`src/rtl/cursor_tracker_if.sv`:
```
// Packet and result signals between the PS/2 decoder side and cursor_tracker.
// Listo is a one-cycle strobe: fields are valid only in that cycle, and the strobe is dropped while Ocupado=1.
interface cursor_tracker_if;
  logic       Listo;
  logic       Click;
  logic       Izquierda;
  logic       Derecha;
  logic       Arriba;
  logic       Abajo;
  logic [7:0] MagX;
  logic [7:0] MagY;
  logic [9:0] PosX;
  logic [8:0] PosY;
  logic       Actualizado;
  logic       ClickPulso;
  logic       DobleClick;
  logic       Ocupado;

  modport master (
    output Listo, Click, Izquierda, Derecha, Arriba, Abajo, MagX, MagY,
    input  PosX, PosY, Actualizado, ClickPulso, DobleClick, Ocupado
  );

  modport slave (
    input  Listo, Click, Izquierda, Derecha, Arriba, Abajo, MagX, MagY,
    output PosX, PosY, Actualizado, ClickPulso, DobleClick, Ocupado
  );
endinterface

```
`src/rtl/cursor_tracker.sv`:
```
// Saturating cursor position from decoded mouse packets, plus click and double-click pulses.
// One packet per four cycles: latch, update X, update Y, publish.
module cursor_tracker #(
  parameter int ANCHO         = 640,
  parameter int ALTO          = 480,
  parameter int X_INI         = 320,
  parameter int Y_INI         = 240,
  parameter int ESCALA        = 0,
  parameter int VENTANA_DOBLE = 25_000_000
) (
  input  logic         Clk,
  input  logic         Reset,
  cursor_tracker_if.slave bus,
  output logic [1:0]   estado
);

  localparam int CW = $clog2(VENTANA_DOBLE + 1);
  localparam logic [CW-1:0] VENTANA = CW'(VENTANA_DOBLE);
  localparam logic [10:0]   X_MAX   = 11'(ANCHO - 1);
  localparam logic [10:0]   Y_MAX   = 11'(ALTO - 1);

  typedef enum logic [1:0] {
    ESPERA   = 2'd0,
    CALC_X   = 2'd1,
    CALC_Y   = 2'd2,
    PUBLICAR = 2'd3
  } estado_t;

  estado_t state, next_state;

  logic       lat_click, lat_izq, lat_der, lat_arr, lat_aba;
  logic [7:0] lat_dx, lat_dy;
  logic [9:0] pos_x, x_next;
  logic [8:0] pos_y, y_next;
  logic       prev_click;
  logic       actualizado, click_pulso, doble_click, ocupado;
  logic       armed;
  logic [CW-1:0] cnt;
  logic       click_press;
  logic [10:0] x_ext, dx_ext, x_sum;
  logic [10:0] y_ext, dy_ext, y_sum;

  assign estado          = state;
  assign bus.PosX        = pos_x;
  assign bus.PosY        = pos_y;
  assign bus.Actualizado = actualizado;
  assign bus.ClickPulso  = click_pulso;
  assign bus.DobleClick  = doble_click;
  assign bus.Ocupado     = ocupado;

  always_ff @(posedge Clk) begin
    if (Reset) state <= ESPERA;
    else       state <= next_state;
  end

  always_comb begin
    next_state = state;
    case (state)
      ESPERA:   if (bus.Listo) next_state = CALC_X;
      CALC_X:   next_state = CALC_Y;
      CALC_Y:   next_state = PUBLICAR;
      PUBLICAR: next_state = ESPERA;
      default:  next_state = ESPERA;
    endcase
  end

  // 11-bit intermediates so neither the sum nor the comparison can wrap.
  always_comb begin
    x_ext  = {1'b0, pos_x};
    dx_ext = {3'b000, lat_dx};
    x_sum  = x_ext + dx_ext;
    x_next = pos_x;
    if (lat_der && !lat_izq)
      x_next = (x_sum > X_MAX) ? X_MAX[9:0] : x_sum[9:0];
    else if (lat_izq && !lat_der)
      x_next = (dx_ext > x_ext) ? 10'd0 : 10'(x_ext - dx_ext);
  end

  always_comb begin
    y_ext  = {2'b00, pos_y};
    dy_ext = {3'b000, lat_dy};
    y_sum  = y_ext + dy_ext;
    y_next = pos_y;
    if (lat_aba && !lat_arr)
      y_next = (y_sum > Y_MAX) ? Y_MAX[8:0] : y_sum[8:0];
    else if (lat_arr && !lat_aba)
      y_next = (dy_ext > y_ext) ? 9'd0 : 9'(y_ext - dy_ext);
  end

  // Press detected one cycle ahead so the registered pulses land in PUBLICAR.
  assign click_press = (state == CALC_Y) && lat_click && !prev_click;

  always_ff @(posedge Clk) begin
    if (Reset) begin
      pos_x       <= 10'(X_INI);
      pos_y       <= 9'(Y_INI);
      lat_click   <= 1'b0;
      lat_izq     <= 1'b0;
      lat_der     <= 1'b0;
      lat_arr     <= 1'b0;
      lat_aba     <= 1'b0;
      lat_dx      <= 8'd0;
      lat_dy      <= 8'd0;
      prev_click  <= 1'b0;
      actualizado <= 1'b0;
      click_pulso <= 1'b0;
      doble_click <= 1'b0;
      ocupado     <= 1'b0;
      armed       <= 1'b0;
      cnt         <= '0;
    end else begin
      ocupado     <= (next_state != ESPERA);
      actualizado <= (state == CALC_Y);
      click_pulso <= click_press;
      doble_click <= click_press && armed && (cnt < VENTANA);

      case (state)
        ESPERA: begin
          if (bus.Listo) begin
            lat_click <= bus.Click;
            lat_izq   <= bus.Izquierda;
            lat_der   <= bus.Derecha;
            lat_arr   <= bus.Arriba;
            lat_aba   <= bus.Abajo;
            lat_dx    <= bus.MagX >> ESCALA;
            lat_dy    <= bus.MagY >> ESCALA;
          end
        end
        CALC_X:   pos_x <= x_next;
        CALC_Y:   pos_y <= y_next;
        PUBLICAR: prev_click <= lat_click;
        default: ;
      endcase

      // A press inside the window consumes the arming; otherwise it re-arms.
      if (click_press) begin
        if (armed && (cnt < VENTANA)) begin
          armed <= 1'b0;
        end else begin
          armed <= 1'b1;
          cnt   <= '0;
        end
      end else if (armed) begin
        if (cnt == VENTANA) armed <= 1'b0;
        else                cnt   <= cnt + 1'b1;
      end
    end
  end

endmodule

```
`src/flat_wrapper.sv`:
```
// flat-port wrapper written by rule: the top's interface ports become plain ports
module cursor_tracker_flat 
#(
  parameter int ANCHO         = 640,
  parameter int ALTO          = 480,
  parameter int X_INI         = 320,
  parameter int Y_INI         = 240,
  parameter int ESCALA        = 0,
  parameter int VENTANA_DOBLE = 25_000_000
)
  (Clk, Reset, estado, bus_Listo, bus_Click, bus_Izquierda, bus_Derecha, bus_Arriba, bus_Abajo, bus_MagX, bus_MagY, bus_PosX, bus_PosY, bus_Actualizado, bus_ClickPulso, bus_DobleClick, bus_Ocupado);
  cursor_tracker_if bus_i ();
  input  logic Clk;
  input  logic Reset;
  output logic [1:0] estado;
  input wire logic [$bits(bus_i.Listo)-1:0] bus_Listo;
  input wire logic [$bits(bus_i.Click)-1:0] bus_Click;
  input wire logic [$bits(bus_i.Izquierda)-1:0] bus_Izquierda;
  input wire logic [$bits(bus_i.Derecha)-1:0] bus_Derecha;
  input wire logic [$bits(bus_i.Arriba)-1:0] bus_Arriba;
  input wire logic [$bits(bus_i.Abajo)-1:0] bus_Abajo;
  input wire logic [$bits(bus_i.MagX)-1:0] bus_MagX;
  input wire logic [$bits(bus_i.MagY)-1:0] bus_MagY;
  output wire logic [$bits(bus_i.PosX)-1:0] bus_PosX;
  output wire logic [$bits(bus_i.PosY)-1:0] bus_PosY;
  output wire logic [$bits(bus_i.Actualizado)-1:0] bus_Actualizado;
  output wire logic [$bits(bus_i.ClickPulso)-1:0] bus_ClickPulso;
  output wire logic [$bits(bus_i.DobleClick)-1:0] bus_DobleClick;
  output wire logic [$bits(bus_i.Ocupado)-1:0] bus_Ocupado;
  assign bus_i.Listo = bus_Listo;
  assign bus_i.Click = bus_Click;
  assign bus_i.Izquierda = bus_Izquierda;
  assign bus_i.Derecha = bus_Derecha;
  assign bus_i.Arriba = bus_Arriba;
  assign bus_i.Abajo = bus_Abajo;
  assign bus_i.MagX = bus_MagX;
  assign bus_i.MagY = bus_MagY;
  assign bus_PosX = bus_i.PosX;
  assign bus_PosY = bus_i.PosY;
  assign bus_Actualizado = bus_i.Actualizado;
  assign bus_ClickPulso = bus_i.ClickPulso;
  assign bus_DobleClick = bus_i.DobleClick;
  assign bus_Ocupado = bus_i.Ocupado;
  cursor_tracker #(.ANCHO(ANCHO), .ALTO(ALTO), .X_INI(X_INI), .Y_INI(Y_INI), .ESCALA(ESCALA), .VENTANA_DOBLE(VENTANA_DOBLE)) u_core (.Clk(Clk), .Reset(Reset), .bus(bus_i), .estado(estado));
endmodule
```
`config.mk`:
```
export PLATFORM = sky130hd
export DESIGN_NAME = cursor_tracker_flat
export DESIGN_NICKNAME = d
export VERILOG_FILES = /design/src/rtl/cursor_tracker_if.sv /design/src/rtl/cursor_tracker.sv /design/src/flat_wrapper.sv
export SDC_FILE = /design/constraint.sdc
export NUM_CORES = 1
export LEC_CHECK = 0
export ABC_AREA = 0
export BUFFER_PORTS_ARGS = -buffer_cell sky130_fd_sc_hd__buf_2
export CORE_AREA = 3 3 102 104
export DETAILED_ROUTE_END_ITERATION = 7
export DIE_AREA = 0 0 105 107
export PLACE_DENSITY = 0.7
export SLEW_MARGIN = 20
export SYNTH_ARGS = -nofsm -noshare
export SYNTH_HDL_FRONTEND = slang
export SYNTH_SLANG_ARGS = --single-unit
```
`constraint.sdc`:
```
create_clock -name Clk -period 4.86 [get_ports Clk]
set_input_delay 0.729 -clock Clk [delete_from_list [all_inputs] [get_ports Clk]]
set_output_delay 0.729 -clock Clk [all_outputs]
set_load 0.02 [all_outputs]
```
## Yosys cells after proc, flatten, opt, wreduce, memory -nomap -nowiden

Index checks and enable logic that the tools add are counted.

- Equal/unequal tests: 6
- $lt $le $gt $ge: 5
- $add $sub $neg: 5
- Reduce and logical (&&, ||, !) cells: 23
- Muxes and demuxes: 18

Operators with widths:

| kind | count |
|---|---|
| $mux W25 | 4 |
| $mux W10 | 4 |
| $mux W9 | 4 |
| $add A25 B1 Y25 const B | 1 |
| $eq A25 B25 Y1 const B | 1 |
| $lt A25 B25 Y1 const B | 1 |
| $add A10 B8 Y11 | 1 |
| $gt A11 B10 Y1 const B | 1 |
| $gt A11 B9 Y1 const B | 1 |
| $add A9 B8 Y10 | 1 |
| $gt A8 B10 Y1 | 1 |
| $sub A10 B8 Y10 | 1 |
| $gt A8 B9 Y1 | 1 |
| $logic_and A1 B1 Y1 | 9 |
| $sub A9 B8 Y9 | 1 |
| $pmux W2 S4 | 1 |
| $reduce_bool A2 Y1 | 4 |
| $reduce_and A2 Y1 | 3 |
| $logic_not A1 Y1 | 5 |
| $eq A2 B2 Y1 const B | 2 |
| $mux W1 | 4 |
| $reduce_and A3 Y1 | 1 |
| $eq A2 B1 Y1 const B | 1 |
| $logic_not A2 Y1 | 1 |
| other kinds (3) | 3 |

- Bits of input ports: 24
- Output and inout bits: 25
- Logic and storage cells: 74
- Register bits after elaboration: 73

## Depth between registers and ports, before layout

Gate-level depths: netlist (run 1).

- Depth after elaboration: 5
- Depth in mapped cells: 12

## Worst setup path before layout (run 1)

No wires, ideal clock.

- Path kind: flip-flop to flip-flop
- From: register u_core.pos_x[1] (netlist: u_core.bus.PosX[1])
- To: register u_core.pos_x[7] (netlist: u_core.bus.PosX[7])
- Path slack: 2.226 ns
- Period minus slack after synthesis: 2.634 ns
- Data arrival time: 2.500 ns
- Buffers on the path: 0
- Stages on the path, launching flop included: 11
- Cells stage by stage: dfxtp_1 > inv_1 > fa_1 > o21bai_1 > a211oi_1 > o21ba_2 > o2111a_1 > a21oi_2 > nand2_1 > a221oi_1 > o41ai_2

- Cells in the longest elaborated chain, start to end: 4
- Elaborated cells on any way between the ends: 8

Ends and longest elaborated chain:

| element | line | source |
|---|---|---|
| from (decl) | cursor_tracker.sv:33 | `logic [9:0] pos_x, x_next;` |
| from (signal assigned) | cursor_tracker.sv:95 | `pos_x <= 10'(X_INI);` |
| from (signal assigned) | cursor_tracker.sv:129 | `CALC_X: pos_x <= x_next;` |
| $add A10 B8 Y11, or another cell as far along | cursor_tracker.sv:71 | `x_sum = x_ext + dx_ext;` |
| $gt A11 B10 Y1 / $mux W10 (equally long branches) | cursor_tracker.sv:74, cursor_tracker.sv:76 |  |
| $mux W10, on equally long branches | cursor_tracker.sv:74, cursor_tracker.sv:75 |  |
| $mux W10 (*) | cursor_tracker.sv:73 | `if (lat_der && !lat_izq)` |

Mark *: on every way between the ends. The rest lies on a longest branch, timed or not. The select of a mux whose other input is x is not followed.
A chain may end at the register's enable or synchronous reset.

## Worst setup path in the final report (run 1)

- From: register u_core.cnt[0]
- To: register u_core.cnt[21]

- Cells in the longest elaborated chain, start to end: 4
- Elaborated cells on any way between the ends: 10

Ends and longest elaborated chain:

| element | line | source |
|---|---|---|
| from (decl) | cursor_tracker.sv:38 | `logic [CW-1:0] cnt;` |
| from (signal assigned) | cursor_tracker.sv:145 | `else cnt <= cnt + 1'b1;` |
| $add A25 B1 Y25 / $lt A25 B25 Y1 (equally long branches) | cursor_tracker.sv:145, cursor_tracker.sv:137 |  |
| $mux W25 / $logic_and A1 B1 Y1 (equally long branches) | cursor_tracker.sv:144, cursor_tracker.sv:137 |  |
| $mux W25 / $ne A2 B2 Y1 (equally long branches) | -- |  |
| $mux W25 / $reduce_and A3 Y1 (equally long branches) | -- |  |

Several ways; a longest one is shown, not always the timed one. The select of a mux whose other input is x is not followed.

==> results of run 1 <==
-- synthesized netlist by cell type, drive strengths merged (10+ instances only) --
| master | number | area, µm² |
|---|---|---|
| nand3 | 17 | 85.1 |
| nand4 | 10 | 81.3 |
| nor2b | 13 | 81.3 |
| a21oi | 60 | 308 |
| clkbuf | 25 | 95.1 |
| o21ai | 24 | 120 |
| nand2 | 75 | 282 |
| xnor2 | 27 | 236 |
| a21o | 10 | 75.1 |
| nor2 | 64 | 243 |
| a211oi | 13 | 103 |
| inv | 39 | 146 |
| ha | 40 | 500 |
| nor3 | 16 | 90.1 |
| dfxtp | 73 | 1460 |
-- sequential cells by signal, indices dropped and copies added (netlist names), 2 cells and up --
name	flops
u_core.estado	2
u_core.cnt	25
u_core.bus.PosY	9
u_core.lat_dx	8
u_core.bus.PosX	10
u_core.lat_dy	8
-- worst reg2reg max path, stage by stage, from the launching register on --
cell and delay (ps):
dfxtp_1 420, inv_1 70, ha_1 190, nor4b_1 140
and3_1 190, nand4_1 80, nand3_1 660, and2_4 490
or4_1 500, a21oi_1 150
-- per-stage QoR --
stage / cells / setup WS (ps) / utilization / power, µW / hold slack [ps]
after floorplan: 620 / 2230 / - / 1400 / 436
after global placement: 770 / 2020 / 0.541 / 1580 / 449
after detailed placement: 770 / 1930 / 0.541 / 1600 / 452
after CTS: 785 / 1890 / 0.566 / 2180 / 464
after global routing: 785 / 1610 / 0.566 / 2330 / 489
final: 785 / 1890 / 0.566 / 2180 / 464
-- power by group --
group	internal, µW	switching (µW)
Sequential	660	56.7
Combinational	327	550
Clock	352	232
-- worst min path at each step --
stage	depth (start not counted)	slack [ps]	endpoint
after detailed placement	2	450	u_core.lat_arr
after global routing	2	490	u_core.lat_arr
after CTS	2	460	u_core.lat_arr
after floorplan	2	440	u_core.lat_arr
after global placement	2	450	u_core.lat_izq
final	2	460	u_core.lat_arr
-- per-layer routing --
metal	track usage	wire length, µm	up-vias
met1	0.284	5340	2117
met2	0.358	5620	137
li1	-	-	2246
met4	0.0703	131	0
met3	0.0433	713	11
met5	0	0	-
-- cells by family (layout without fill, tap and decap cells) --
kind of cell	Yosys count	in the layout	share of synthesized area
XOR/XNOR	32	32	0.0567
flip-flops	73	73	0.296
AND/OR/NAND/NOR	230	230	0.223
buffers and inverters	71	103	0.0575
AO/OA/AOI/OAI	169	169	0.247
adder cells (fa/ha/maj)	44	44	0.118
multiplexers	1	1	0.00203
-- cell type report --
type | count | share of cell area
Clock buffer | 10 | 0.0252
Clock inverter | 5 | 0.0190
Inverter | 39 | 0.0268
Multi-Input combinational cell | 476 | 0.585
Sequential cell | 73 | 0.268
Tap cell | 133 | 0.0305
Timing Repair Buffer | 49 | 0.0454
==> out/qor.csv, run 1 <==
stage;metric;value;unit
worst_hold_path;hold_sp;u_core.lat_arr;
floorplan;# rows;36;
global_routing;initial antenna violation count;0;
floorplan;Ports;49;
cts;post-CTS setup buffer count;0;
cts;TritonCTS Sinks;73;
yosys;synthesis warning total;0;
setup_path;FF-to-FF Start;u_core.cnt[0];
detailed_routing;DR iter-0 viols;236;
final_layout;diode count;0;
yosys;flip-flop and latch count after synthesis;73;
yosys;predominant post-synthesis flop cell;dfxtp_1;
yosys;syn avg cell area;7.97;µm²
final_layout;final instance area;0.00546;mm²
sta;maximum clock frequency;337;MHz
sta;Slew headroom;0.362;
global_routing;Overflow after GRT;0;
setup_path;Worst Path Required;5130;ps
setup_path;FF-to-FF path depth;9;
yosys;EDFF count, synth;0;
setup_path;CP delay by family, top;simple AND/OR/NAND/NOR gates;
yosys;Net Count, Synth;688;
yosys;Syn Inst Count;620;
setup_path;critical path launch point type;flip-flop;
setup_path;Worst EP arrival;3240;ps
cts;clock slew at reported path FFs;80;ps
global_routing;gr usage total;0.216;
power;Power Density;399;mW/mm²
yosys;FFs w/ async S/R, synth;0;
setup_path;reg-to-reg setup timing slack;1890;ps
detailed_routing;drt wl/cell;15.0;µm
place;detailed placement HPWL;8.54;mm
floorplan;CORE AREA;0.00964;mm²
global_routing;vias in the first global route;4177;
floorplan;die extent in y;107;µm
setup_path;CP max stage cell;nand3_1;
sta;final setup violation count;0;
sta;unrepaired setup endpoints after global routing;no;
worst_hold_path;Hold Crit Class;flip-flop to flip-flop;
detailed_routing;via count;4511;
cts;CTS resizes;0;
place;Placement Cell Area;0.00522;mm²
cts;CTS H-tree depth;3;
setup_path;crit path cell chain;inv_1 -> ha_1 -> nor4b_1 -> and3_1 -> nand4_1 -> nand3_1 -> and2_4 -> or4_1 -> a21oi_1;
detailed_routing;Post-DRT Antenna Nets;0;
run;max capacitance violation total;0;
cts;Worst-Skew Late Latency;360;ps
cts;CTS tree;done;
power;static leakage;0.00203;µW
sta;Final Cycle Share;0.611;
sta;final setup TNS;0;ps
final_layout;Storage cell area;0.00146;mm²
final_layout;Final #Nets;716;
place;Buffers on Ports;48;
setup_path;CP Buf/Inv Count;1;
yosys;Synth Cell Area;0.00494;mm²
cts;CTS max path bufs;2;
final_layout;fillers;961;
sta;Final Skew;12.2;ps
setup_path;crit-path max FO;24;
detailed_routing;Routed Wire Length;11.8;mm
final_layout;most frequent cells in the layout;75 x nand2_1, 73 x dfxtp_1, 63 x nor2_1;
run_status;status;finished, final reports clean;
global_routing;largest net degree at the start of global routing;37;
final_layout;Area Growth Syn to Fin;10.5;%
floorplan;die footprint;0.0112;mm²
floorplan;die width;105;µm
yosys;Seq/Total Area, Yosys;0.296;
setup_path;reg-to-reg endpoint;u_core.cnt[21];
global_routing;global-route wire length before repair;20.0;mm
setup_path;CP startpoint;u_core.cnt[0];
detailed_routing;DRC;0;
setup_path;worst setup path endpoint;u_core.cnt[21];
setup_path;slowest stage delay, CP;660;ps
setup_path;crit path capture type;flip-flop;
final_layout;commonest non-fill, non-tap cell in the layout;nand2_1;
power;maximum vdd drop;210;µV
detailed_routing;1st-pass router iterations;5;
detailed_routing;vias per inst;5.75;
cts;Post-CTS Hold Buffers;0;
sta;Tmin final;2970;ps
cts;clk root buf;clkbuf_8;
setup_path;WP depth;9;
setup_path;kind of critical path;flip-flop to flip-flop;
cts;number of buffers created by CTS;9;
place;routability congestion estimate;0.927;
sta;Slew @ Worst Pin;955;ps
sta;max-slew violation count;0;
floorplan;Starting Density;0.512;
yosys;synth unique cells;76;
sta;final hold vios;0;
final_layout;area occupied by multi-input gates;0.00319;mm²
final_layout;layout cells sized above 1;0.140;
(Power assumes the default switching activity.)
==> inputs of run 2 (changes only) <==
- ABC_AREA: 0 -> 1
- CORE_AREA: 3 3 102 104 -> 3 3 105 107
- DIE_AREA: 0 0 105 107 -> 0 0 108 110
- PLACE_DENSITY: 0.7 -> 0.73
- clock period: 4.86 -> 2.4 ns (I/O delays scaled with it)
==> run 2 against run 1 <==
Net effect: largest cell class unchanged; power grew 99%; flip-flop and latch count did not move; non-clock buffer count increased by 8; critical path type unchanged; clock-buffer cell count down 1; combinational power rose by 100%; sequential power up 99%; register-to-register slack got worse by 1700 ps; critical endpoint is now u_core.bus.PosX[8]; routed wire length up 22%; core utilization increased by 0.82 points.
==> out/qor.csv, run 2 <==
stage;metric;value;unit
run_status;status;finished, final reports clean;
power;Final Power;4340;µW
run;max capacitance violation total;0;
sta;Final Cycle Share;0.939;
setup_path;crit-path max FO;6;
yosys;most frequent cell after synthesis;nand2_1;
setup_path;Worst EP arrival;2520;ps
yosys;Synth area leaders;dfxtp_1 28%, nand2_1 14%, ha_1 9.5%, a21oi_1 7.8%, inv_1 7.2%;
yosys;synth unique cells;38;
place;Post-Place Setup Slack;144;ps
detailed_routing;Routed Wire Length;14.4;mm
yosys;Syn Inst Count;816;
cts;clock slew at reported path FFs;80;ps
setup_path;CP delay by family, top;simple AND/OR/NAND/NOR gates;
final_layout;max reg flops;25;
yosys;top cells by count, synth;194 x nand2_1, 101 x inv_1, 83 x a21oi_1;
floorplan;# rows;37;
power;static leakage;0.00267;µW
setup_path;critical path launch point type;flip-flop;
floorplan;Starting Density;0.517;
place;detailed placement HPWL;10.8;mm
final_layout;post-layout util;0.574;
cts;clk root buf;clkbuf_8;
power;Power Density;738;mW/mm²
final_layout;Area Growth Syn to Fin;11.0;%
final_layout;Largest Register;u_core.cnt;
cts;Post-CTS Hold Buffers;0;
sta;final hold vios;0;
floorplan;die extent in y;110;µm
sta;Final Skew;7.71;ps
place;routability congestion estimate;0.972;
sta;worst setup margin;146;ps
global_routing;vias in the first global route;5142;
yosys;predominant post-synthesis flop cell;dfxtp_1;
setup_path;Worst Path Required;2660;ps
place;Buffers on Ports;48;
final_layout;commonest non-fill, non-tap cell in the layout;nand2_1;
detailed_routing;vias per inst;5.46;
final_layout;diode count;0;
sta;final setup violation count;0;
setup_path;slowest stage delay, CP;410;ps
yosys;EDFF count, synth;0;
setup_path;cell repeated most along the worst path;nand2_1;
setup_path;CP max stage cell;fa_1;
setup_path;crit path cell chain;ha_2 -> inv_1 -> fa_1 -> o21ai_2 -> nand2_1 -> nand2_1 -> nand2_1 -> nor2_1 -> inv_1 -> nand2_2 -> o21ai_0 -> nand2_1 -> nand2_1;
final_layout;most frequent cells in the layout;193 x nand2_1, 100 x inv_1, 83 x a21oi_1;
floorplan;Ports;49;
floorplan;CORE AREA;0.0102;mm²
cts;CTS tree;done;
detailed_routing;DRC;0;
sta;max-slew violation count;0;
cts;Worst-Skew Late Latency;360;ps
yosys;cell taking the most area after synthesis;dfxtp_1;
setup_path;CP Buf/Inv Count;2;
detailed_routing;1st-pass router iterations;8;
setup_path;crit path capture type;flip-flop;
global_routing;gr usage total;0.253;
sta;maximum clock frequency;444;MHz
cts;CTS max path bufs;2;
detailed_routing;drt wl/cell;14.4;µm
floorplan;die width;108;µm
detailed_routing;Post-DRT Antenna Nets;0;
yosys;Seq/Total Area, Yosys;0.276;
cts;number of buffers created by CTS;9;
global_routing;largest net degree at the start of global routing;39;
cts;CTS H-tree depth;3;
yosys;syn avg cell area;6.49;µm²
final_layout;Final #Nets;926;
global_routing;Overflow after GRT;0;
sta;final setup TNS;0;ps
yosys;FFs w/ async S/R, synth;0;
final_layout;layout cells sized above 1;0.109;
detailed_routing;DR iter-0 viols;420;
yosys;top cell type's share of synthesized area;0.276;
worst_hold_path;Hold Crit Class;primary input to flip-flop;
sta;Slew @ Worst Pin;869;ps
detailed_routing;via count;5457;
setup_path;kind of critical path;flip-flop to flip-flop;
sta;Tmin final;2250;ps
yosys;flip-flop and latch count after synthesis;73;
global_routing;global-route wire length before repair;24.1;mm
yosys;Net Count, Synth;884;
global_routing;initial antenna violation count;0;
power;maximum vdd drop;452;µV
floorplan;die footprint;0.0119;mm²
cts;TritonCTS Sinks;73;
yosys;synthesis warning total;0;
yosys;Synth Cell Area;0.00529;mm²
sta;Slew headroom;0.420;
-- run 2: worst paths after layout --
| check | start | to | slack, ps | cells past startpoint |
|---|---|---|---|---|
| worst max-delay path | u_core.bus.PosX[0] | u_core.bus.PosX[8] | 150 | 13 |
| worst min-delay path | bus_MagY[0] | u_core.lat_dy[0] | 260 | 3 |
| worst max register to register | u_core.bus.PosX[0] | u_core.bus.PosX[8] | 150 | 13 |
| worst min register to register | u_core.lat_izq | u_core.lat_izq | 460 | 2 |
-- run 2: metrics by stage --
| stage | cell area (µm²) | hold slack [ps] | instances |
|---|---|---|---|
| floorplan | 5290 | 433 | 816 |
| global placement | 5620 | 448 | 981 |
| detailed placement | 5620 | 455 | 981 |
| CTS | 5850 | 250 | 997 |
| global route | 5880 | 267 | 999 |
| finish | 5880 | 260 | 999 |
-- run 2: cell type report --
class / instances / area [µm²]
Sequential cell: 73 / 1460
Clock inverter: 7 / 101
Fill cell: 1007 / 4350
Inverter: 104 / 393
Tap cell: 136 / 170
Multi-Input combinational cell: 613 / 3320
Timing Repair Buffer: 57 / 308
Clock buffer: 9 / 124
-- run 2: cells by family after synthesis --
group / count (synthesis) / share of synthesized area
compound gates: 151 / 0.152
xor+xnor: 29 / 0.0480
fa+ha+maj: 44 / 0.110
buf+inv: 130 / 0.0998
flops: 73 / 0.276
simple gates: 389 / 0.314
-- run 2: power by group --
group / switching (µW) / leakage, µW / internal, µW
logic: 1190 / 0.00197 / 603
registers: 101 / 0.000595 / 1330
clock network: 520 / 0.000106 / 594
-- run 2: worst reg2reg max path, cell delays in order (launching register included) --
cell and delay [ps]:
dfxtp_1 390, ha_2 230, inv_1 60, fa_1 410, o21ai_2 210, nand2_1 100
nand2_1 70, nand2_1 80, nor2_1 150, inv_1 110, nand2_2 160, o21ai_0 100
nand2_1 60, nand2_1 40
-- run 2: repair_timing --
action                     in CTS  in global routing
buffers inserted                0                  2
setup endpoints to repair       0                 13
gates resized for setup         0                  7
-- run 2: layer usage --
layer / global-route usage / routed length, µm
met2: 0.429 / 6690
met4: 0.0875 / 289
met1: 0.326 / 6690
met3: 0.0419 / 704
met5: 0 / 0
==> inputs of run 3 (changes only) <==
- ABC_AREA: 1 -> unset
- CORE_AREA: 3 3 105 107 -> 3 3 102 104
- DIE_AREA: 0 0 108 110 -> 0 0 105 107
==> run 3 against run 2 <==
Net effect: the flow now finishes with violations (negative setup slack); design area up 9.8%; sequential power about the same; global-route usage down 1.5 points; via count down 9.6%; core utilization up 9.5 points; final cell count down 13%; setup slack worse by 320 ps; register-to-register slack worse by 320 ps; sequential share of layout area down 2.0 points; routed wire length down 3.6%; clock skew up 3.1 ps; critical path type unchanged; largest power group unchanged.
==> out/qor.csv, run 3 (synthesized netlist as in run 1, its figures left out) <==
stage;metric;value;unit
worst_hold_path;Hold EP;u_core.lat_dy[4];
setup_path;critical path launch point type;flip-flop;
sta;Slew @ Worst Pin;580;ps
final_layout;layout cells sized above 1;0.323;
sta;Tmin final;2580;ps
detailed_routing;drt wl/cell;15.9;µm
worst_hold_path;hold_sp;bus_MagY[4];
setup_path;Worst Path Required;2620;ps
floorplan;Starting Density;0.512;
detailed_routing;Post-DRT Antenna Nets;0;
final_layout;most frequent cells in the layout;83 x buf_4, 72 x nand2_1, 65 x dfxtp_1;
detailed_routing;vias per inst;5.66;
setup_path;reg-to-reg endpoint;u_core.bus.PosX[2];
power;Sw Pwr;2050;µW
detailed_routing;DRC;0;
global_routing;Overflow after GRT;0;
cts;clk root buf;clkbuf_8;
sta;Slew headroom;0.613;
floorplan;CORE AREA;0.00964;mm²
worst_hold_path;Hold Crit Class;primary input to flip-flop;
detailed_routing;DR iter-0 viols;263;
cts;number of buffers created by CTS;9;
final_layout;Layout Cells excl Fill;872;
setup_path;crit path capture type;flip-flop;
cts;clock slew at reported path FFs;80;ps
power;Power Density;777;mW/mm²
final_layout;commonest non-fill, non-tap cell in the layout;buf_4;
setup_path;crit-path max FO;4;
cts;Post-CTS Hold Buffers;0;
sta;max-slew violation count;0;
final_layout;fillers;797;
final_layout;Largest Register;u_core.cnt;
cts;CTS tree;done;
setup_path;reg-to-reg setup timing slack;-180;ps
worst_hold_path;hold path cells;3;
final_layout;max reg flops;25;
global_routing;global-route wire length before repair;22.1;mm
floorplan;# rows;36;
power;Comb pwr share;0.512;
cts;Worst-Skew Late Latency;360;ps
sta;worst setup margin;-175;ps
final_layout;Storage cell area;0.00148;mm²
setup_path;kind of critical path;flip-flop to flip-flop;
detailed_routing;via count;4932;
power;Sequential Power Share;0.289;
run;max capacitance violation total;0;
global_routing;initial antenna violation count;0;
sta;maximum clock frequency;388;MHz
sta;final hold vios;0;
sta;final setup TNS;-1260;ps
run_status;violated checks;negative setup slack;
sta;unrepaired setup endpoints after global routing;yes;
sta;final setup violation count;15;
power;internal power;2960;µW
detailed_routing;Routed Wire Length;13.9;mm
setup_path;FF-to-FF Start;u_core.bus.PosX[0];
floorplan;die extent in y;107;µm
floorplan;Ports;49;
cts;TritonCTS Sinks;73;
global_routing;vias in the first global route;4761;
run_status;status;finished with violations;
final_layout;diode count;0;
cts;CTS max path bufs;2;
place;Inst Count DP;840;
final_layout;area occupied by multi-input gates;0.00356;mm²
floorplan;die width;105;µm
power;static leakage;0.00246;µW
setup_path;Worst EP arrival;2800;ps
place;Buffers on Ports;48;
power;switch share;0.409;
power;maximum vdd drop;626;µV
detailed_routing;1st-pass router iterations;4;
cts;CTS H-tree depth;3;
global_routing;gr usage total;0.238;
place;detailed placement HPWL;9.59;mm
floorplan;die footprint;0.0112;mm²
final_layout;Final #Nets;802;
sta;Final Cycle Share;1.07;
setup_path;FF-to-FF path depth;13;
place;routability congestion estimate;0.954;
final_layout;Area Growth Syn to Fin;30.6;%
power;Clock power frac;0.199;
sta;Final Skew;10.8;ps
global_routing;largest net degree at the start of global routing;29;
[run 3: cell count changes in the layout (fill, tap and decap cells not counted), moves of 11 or more]
cell and delta:
nand2_1 -121, buf_4 +74, inv_1 -63, nand3_1 -45, o21ai_0 -43, a21oi_1 -32, xnor2_1 +22, xor2_1 -20
nor2_1 -19, nand4_1 -13, nor3_1 -11
[run 3: worst max-delay path, cell delays in order (launching register included)]
cell and delay, ps:
dfxtp_4 360, inv_4 50, ha_4 130, inv_2 30, fa_2 340, a21o_1 180, a21oi_2 170, nor2_1 80
o31ai_2 260, buf_4 210, a31oi_4 110, a221o_1 360, nand2_1 70, a311oi_1 90
[run 3: power groups by stage]
stage	combinational (µW)	clock [µW]	sequential, µW
final	2570	997	1450
after global routing	2770	1060	1470
after CTS	2340	1010	1440
after detailed placement	2120	0	1460
after global placement	2070	0	1460
after floorplan	1320	0	1530
[run 3: per-layer routing]
metal  wire (µm)  vias to the layer above  track usage
met5           0                        -            0
met4         425                        0        0.120
met3         604                       36       0.0337
met2        6660                      136        0.391
met1        6160                     2350        0.305
li1            -                     2410            -
[run 3: layout make-up]
cell class | count | area share
Multi-Input combinational cell | 476 | 0.551
Sequential cell | 73 | 0.229
Timing Repair Buffer | 135 | 0.141
Tap cell | 133 | 0.0258
Inverter | 39 | 0.0231
Clock buffer | 11 | 0.0219
Clock inverter | 5 | 0.00834
[run 3: worst max-delay path by stage]
stage / depth (start not counted) / end / startpoint
global route: 11 / u_core.bus.PosX[6] / u_core.lat_dx[0]
floorplan: 12 / u_core.bus.PosX[3] / u_core.bus.PosX[0]
detailed placement: 9 / u_core.bus.PosY[2] / u_core.bus.PosY[0]
CTS: 13 / u_core.bus.PosX[2] / u_core.bus.PosX[0]
finish: 13 / u_core.bus.PosX[2] / u_core.bus.PosX[0]
global placement: 13 / u_core.bus.PosX[6] / u_core.bus.PosX[0]
[run 3: repair_timing]
action                     4_1_cts  5_1_grt
resized for setup               39       41
pin swaps                       26       27
setup endpoints to repair       18       18
buffers inserted                11        5
[run 3: per-stage QoR]
step                total power, µW  area [µm²]  setup slack (ps)  hold slack, ps   util
global route                   5300        6450              -269             222  0.669
finish                         5020        6450              -175             223  0.669
CTS                            4790        6220              -139             215  0.645
global placement               3530        5800              -199             448  0.601
detailed placement             3590        5800              -259             447  0.601
floorplan                      2850        4990             -35.0             436      -
